==> config.mk <==
export PLATFORM = sky130hd
export DESIGN_NAME = sbox_lane_arbiter
export DESIGN_NICKNAME = d
export VERILOG_FILES = /design/src/rtl/sbox_lane_arbiter.sv
export SDC_FILE = /design/constraint.sdc
export NUM_CORES = 2
export LEC_CHECK = 0
export BUFFER_PORTS_ARGS = -buffer_cell sky130_fd_sc_hd__buf_2
export CAP_MARGIN = 20
export CORE_MARGIN = 4
export CORE_UTILIZATION = 25
export CTS_BUF_LIST = sky130_fd_sc_hd__clkbuf_16
export DETAILED_ROUTE_END_ITERATION = 12
export PLACE_DENSITY_LB_ADDON = 0.2
export SLEW_MARGIN = 15
export SYNTH_ARGS = -nofsm -noshare
export SYNTH_HDL_FRONTEND = slang
export SYNTH_SLANG_ARGS = --single-unit
==> constraint.sdc <==
create_clock -name i_clk -period 71.8 [get_ports i_clk]
set_input_delay 7.18 -clock i_clk [delete_from_list [all_inputs] [get_ports i_clk]]
set_output_delay 7.18 -clock i_clk [all_outputs]
set_load 0.05 [all_outputs]
==> src/rtl/sbox_lane_arbiter.sv <==
// sbox_lane_arbiter: one 32-bit AES S-box lane shared between a 4-cycle
// SubBytes job over the 128-bit state and single-cycle SubWord transfers
// from the key schedule, with round-robin arbitration while a job runs.

// s_box: AES forward S-box for one byte. The multiplicative inverse is
// x^254 in GF(2^8), which maps 0 to 0. The affine transform follows it.
module s_box (
    input  logic [7:0] i_byte,
    output logic [7:0] o_byte
);
    function automatic logic [7:0] gf_mul(input logic [7:0] a, input logic [7:0] b);
        logic [7:0] p;
        logic [7:0] x;
        p = 8'h00;
        x = a;
        for (int i = 0; i < 8; i++) begin
            if (b[i]) p = p ^ x;
            x = {x[6:0], 1'b0} ^ (x[7] ? 8'h1b : 8'h00);
        end
        return p;
    endfunction

    logic [7:0] w_x2, w_x4, w_x8, w_x16, w_x32, w_x64, w_x128, w_inv;

    // Inverse by repeated squaring, then the affine transform.
    always_comb begin
        w_x2   = gf_mul(i_byte, i_byte);
        w_x4   = gf_mul(w_x2, w_x2);
        w_x8   = gf_mul(w_x4, w_x4);
        w_x16  = gf_mul(w_x8, w_x8);
        w_x32  = gf_mul(w_x16, w_x16);
        w_x64  = gf_mul(w_x32, w_x32);
        w_x128 = gf_mul(w_x64, w_x64);
        w_inv  = gf_mul(gf_mul(gf_mul(w_x128, w_x64), gf_mul(w_x32, w_x16)),
                        gf_mul(gf_mul(w_x8, w_x4), w_x2));
        o_byte = w_inv ^ {w_inv[6:0], w_inv[7]} ^ {w_inv[5:0], w_inv[7:6]}
               ^ {w_inv[4:0], w_inv[7:5]} ^ {w_inv[3:0], w_inv[7:4]} ^ 8'h63;
    end
endmodule

module sbox_lane_arbiter #(
    parameter bit INIT_PRIO_SW = 1'b1
) (
    input  logic         i_clk,
    input  logic         i_reset,
    input  logic         i_sb_start,
    input  logic [127:0] i_sb_state_in,
    output logic         o_sb_busy,
    output logic         o_sb_done,
    output logic [127:0] o_sb_state_out,
    input  logic         i_sw_valid,
    input  logic [31:0]  i_sw_word_in,
    output logic         o_sw_ready,
    output logic         o_sw_out_valid,
    output logic [31:0]  o_sw_word_out
);
    typedef enum logic {S_IDLE, S_RUN} state_t;

    state_t       r_state, w_state_nxt;
    logic [1:0]   r_widx;
    logic         r_prio_sw;
    logic [127:0] r_work;
    logic [127:0] r_sb_out;
    logic         r_sb_done;
    logic [31:0]  r_sw_out;
    logic         r_sw_ov;

    logic         w_sw_grant, w_sb_grant, w_sb_accept, w_sb_last;
    logic [31:0]  w_work_word, w_lane_in, w_lane_out;
    logic [127:0] w_work_upd;

    // Lane ownership: SubWord always wins in IDLE; in RUN it wins only when
    // the pointer favours it. SubBytes takes every other RUN cycle.
    always_comb begin
        w_sw_grant  = !i_reset && i_sw_valid && ((r_state == S_IDLE) || r_prio_sw);
        w_sb_grant  = (r_state == S_RUN) && !w_sw_grant;
        w_sb_accept = (r_state == S_IDLE) && i_sb_start;
        w_sb_last   = w_sb_grant && (r_widx == 2'd3);
    end

    // Pick the working word for this lane cycle; word 0 is the top 32 bits.
    always_comb begin
        w_work_word = r_work[127:96];
        case (r_widx)
            2'd0: w_work_word = r_work[127:96];
            2'd1: w_work_word = r_work[95:64];
            2'd2: w_work_word = r_work[63:32];
            2'd3: w_work_word = r_work[31:0];
            default: w_work_word = r_work[127:96];
        endcase
    end

    assign w_lane_in = w_sw_grant ? i_sw_word_in : w_work_word;

    // One S-box per lane byte.
    for (genvar g = 0; g < 4; g++) begin : g_lane
        s_box u_sbox (
            .i_byte(w_lane_in[g*8 +: 8]),
            .o_byte(w_lane_out[g*8 +: 8])
        );
    end

    // Working register with the current word replaced by its substitution.
    always_comb begin
        w_work_upd = r_work;
        case (r_widx)
            2'd0: w_work_upd[127:96] = w_lane_out;
            2'd1: w_work_upd[95:64]  = w_lane_out;
            2'd2: w_work_upd[63:32]  = w_lane_out;
            2'd3: w_work_upd[31:0]   = w_lane_out;
            default: w_work_upd = r_work;
        endcase
    end

    // State register.
    always_ff @(posedge i_clk) begin
        if (i_reset) r_state <= S_IDLE;
        else         r_state <= w_state_nxt;
    end

    // Next state: a start is taken only from IDLE; the last word ends the job.
    always_comb begin
        w_state_nxt = r_state;
        case (r_state)
            S_IDLE:  if (i_sb_start) w_state_nxt = S_RUN;
            S_RUN:   if (w_sb_last)  w_state_nxt = S_IDLE;
            default: w_state_nxt = S_IDLE;
        endcase
    end

    // Datapath, priority pointer and result registers.
    always_ff @(posedge i_clk) begin
        if (i_reset) begin
            r_widx    <= 2'd0;
            r_prio_sw <= INIT_PRIO_SW;
            r_work    <= '0;
            r_sb_out  <= '0;
            r_sb_done <= 1'b0;
            r_sw_out  <= '0;
            r_sw_ov   <= 1'b0;
        end else begin
            r_sb_done <= 1'b0;
            r_sw_ov   <= w_sw_grant;
            if (w_sw_grant) r_sw_out <= w_lane_out;
            // Pointer only moves on RUN grants, where some grant always happens.
            if (r_state == S_RUN) r_prio_sw <= !w_sw_grant;
            if (w_sb_accept) begin
                r_work <= i_sb_state_in;
                r_widx <= 2'd0;
            end
            if (w_sb_grant) begin
                r_work <= w_work_upd;
                r_widx <= r_widx + 2'd1;
                if (w_sb_last) begin
                    r_sb_out  <= w_work_upd;
                    r_sb_done <= 1'b1;
                end
            end
        end
    end

    assign o_sb_busy      = (r_state == S_RUN);
    assign o_sb_done      = r_sb_done;
    assign o_sb_state_out = r_sb_out;
    assign o_sw_ready     = w_sw_grant;
    assign o_sw_out_valid = r_sw_ov;
    assign o_sw_word_out  = r_sw_out;
endmodule

==> Implementation_results.wiki <==
{| class="wikitable"
! Metric !! Value
|-
| Outcome || complete, no violations
|-
| Post-Synthesis Cells || just under 9000
|-
| Clock-pin slew on the worst setup and hold paths || ~60 ps
|-
| Cts-stage hold buffer count || 0
|-
| Total of flip-flops plus latches after synthesis || around 290
|-
| Dpl hpwl || 203000 µm
|-
| H-Tree Level Count || 2
|-
| Synthesized Nets || between 9000 and 10000
|-
| Port bufs || ~330
|-
| Highest-delay cell along the critical path || a22oi_2
|-
| Summed negative setup slack over all endpoints || 0 ps
|-
| Critical path required time || between 70000 and 80000 ps
|-
| Highest routed metal layer || met5
|-
| Arrival time of the worst setup path || 32090 ps
|-
| Total wirelength of the detailed-routed design || ~270000 µm
|-
| Antenna violations before repair || 46
|-
| Share of post-route cells with drive strength above 1 || 0.115
|-
| Distinct cell type count after synthesis || around 140
|-
| Antenna Violating Nets Remaining || 0
|-
| Biggest area contributors in the synthesized netlist || xnor2_1 (22%), xnor3_1 (9.0%), dfxtp_1 (8.9%)
|-
| Non-filler cells, final || between 10000 and 15000
|-
| Inserted Clock Buffers || 34
|-
| Die Wd || 522 µm
|-
| Post-CTS Setup Repair Bufs || 0
|-
| TritonRoute pass-1 iters || 8
|-
| TritonCTS clock tree || yes
|-
| Number of pins with negative max-slew slack in the final report || 0
|-
| Fillers || between 20000 and 30000
|-
| Count of maximum capacitance violations || 0
|-
| Final worst clock skew || 12.0 ps
|-
| Post-synthesis instance area || 66200 µm²
|-
| Startpoint class of the critical path || primary input
|-
| Transition time at the pin with the least slew margin || 1240 ps
|-
| Effective utilization at floorplan || 0.252
|-
| PnR worst setup slack || 40090 ps
|-
| Mean routed wirelength per cell || between 20 and 25 µm
|-
| Core outline area || between 200000 and 300000 µm²
|-
| Finished layout cell area || 73300 µm²
|-
| Buffer cell driving the clock tree root || clkbuf_16
|-
| Post-detailed-route via-to-cell ratio || ~5.1
|-
| Sequential element share of the synthesized area || 0.0890
|-
| Area grow syn2layout || 10.8%
|-
| Wire length of the first global-routing pass || around 400000 µm
|-
| Detailed-routing wirelength on met1 || 115000 µm
|-
| Cell occurring most often along the worst timing path || xnor2_1
|-
| Number of core rows || ~190
|-
| Area of the die || ~270000 µm²
|-
| Sort of element at the end of the critical path || register
|-
| DRC violation count after routing || 0
|-
| Final layout net count || 9200
|-
| Highest Clock Rate || 31.5 MHz
|-
| EDFF count, synth || 0
|-
| Ratio of final minimum period to clock period || 0.442
|-
| Aggregate global routing overflow || 0
|-
| Length of routed met2 wiring || ~120000 µm
|-
| Boundary Pins || about 330
|-
| RSZ-0062 raised after global routing || false
|-
| Worst slew margin relative to its limit || 0.173
|-
| Via count of the first global-routing pass || between 60000 and 70000
|-
| Weighted congestion reported at the end of routability-driven placement || slightly below 0.9
|-
| Resized Gates After CTS || 0
|-
| Synth async-reset ratio || 0
|-
| Detail Route met3 WL || around 15000 µm
|-
| DRC marker count from the first detailed-route iteration || roughly 5600
|-
| DP Cell Count || ~12000
|-
| Highest cell delay on the worst timing path || between 800 and 900 ps
|-
| Setup violations, final || 0
|-
| Setup WS pre-CTS || ~40000 ps
|-
| Pin count of the biggest net entering global routing || 196
|-
| Total via count after detailed routing || roughly 64000
|-
| Final min period || about 32000 ps
|-
| Number of failing hold endpoints at the final stage || 0
|-
| Setup Crit Path Kind || in -> reg
|-
| Post-DP Area || just over 70000 µm²
|-
| Average cell area after synthesis || ~7.4 µm²
|-
| Cell type contributing the most total cell area after synthesis || xnor2_1
|-
| Yosys top cell area share || 0.215
|-
| Synth warn || 0
|-
| Height of the die || about 520 µm
|-
| Worst skew pair latency || roughly 540 ps
|-
| Critical-path maximum fanout || 92
|-
| Clk buf depth || 3
|-
| TritonCTS sink count || 294
|-
| Global router's overall resource usage || 0.186
|-
| Dominant synthesized flop cell || dfxtp_1
|-
| Min-Delay Path Class || reg -> reg
|}
-- through the flow --
step	utilization	hold slack, ps
6_report	0.279	452
5_1_grt	0.279	469
4_1_cts	0.278	453
3_5_place_dp	0.274	445
3_3_place_gp	0.274	444
2_1_floorplan	-	438
-- worst max-delay path, delay by kind of cell --
| family | cells | cell delay (ps) |
|---|---|---|
| XOR/XNOR | 25 | 10120 |
| AO/OA/AOI/OAI | 11 | 3960 |
| AND/OR/NAND/NOR | 15 | 3550 |
| buffers and inverters | 10 | 3010 |
| adder cells (fa/ha/maj) | 6 | 2970 |
| multiplexers | 4 | 1100 |
-- kinds of logic after synthesis --
group	Yosys count	synth area share
AO/OA/AOI/OAI	1746	0.179
XOR/XNOR	2495	0.414
adder cells (fa/ha/maj)	33	0.00624
buffers and inverters	746	0.0478
flip-flops	294	0.0890
multiplexers	289	0.0456
AND/OR/NAND/NOR	3331	0.219
-- per-layer routing --
| metal | global-route usage | vias to the layer above |
|---|---|---|
| li1 | - | 30900 |
| met1 | 0.240 | 31100 |
| met2 | 0.304 | 1787 |
| met3 | 0.0258 | 333 |
| met4 | 0.0911 | 30 |
| met5 | 0 | - |
-- sequential cells by signal (all words and copies together), names as in the netlist --
name and cells:
o_sb_done 1, r_widx 2, o_sb_busy 1, r_work 128
o_sw_out_valid 1, r_prio_sw 1, o_sb_state_out 128, o_sw_word_out 32
-- synthesized netlist by cell type (132+ instances only) --
library cell,instances
xor2_1,419
o21ai_0,293
xnor3_1,263
nand2_1,996
xnor2_1,1624
nor3_1,187
mux2i_1,234
a21oi_1,469
inv_1,142
dfxtp_1,294
clkbuf_1,392
a211oi_1,132
nor2_1,1484
nand3_1,166
-- layout make-up --
cell class,instances,area [µm²],share of cell area
inverter,164,618,0.00843
clock buffer,37,926,0.0126
sequential,294,5890,0.0803
clock inverter,23,155,0.00212
multi-input combinational,7894,57400,0.783
tap,3515,4400,0.0600
antenna,39,97.6,0.00133
timing repair buffer,615,3840,0.0523
-- cells in the final DEF, fill, tap and decap left out, types with 233 or more instances in the layout --
cell	count
xnor2_1	1604
nor2_1	1482
nand2_1	995
a21oi_1	469
xor2_1	415
buf_2	329
o21ai_0	293
dfxtp_1	293
buf_4	281
xnor3_1	263
mux2i_1	233
-- worst paths after layout --
kind              slack, ps  cells after the start                from                  to
setup / recovery      40090                     71             i_reset  o_sb_state_out[86]
hold / removal          450                      2  o_sb_state_out[25]  o_sb_state_out[25]
setup reg to reg      46470                     72           r_widx[0]  o_sb_state_out[86]
hold reg to reg         450                      2  o_sb_state_out[25]  o_sb_state_out[25]
Power is not shown: default switching activity piles up to over one toggle a cycle in this logic, so the estimate is an artifact.
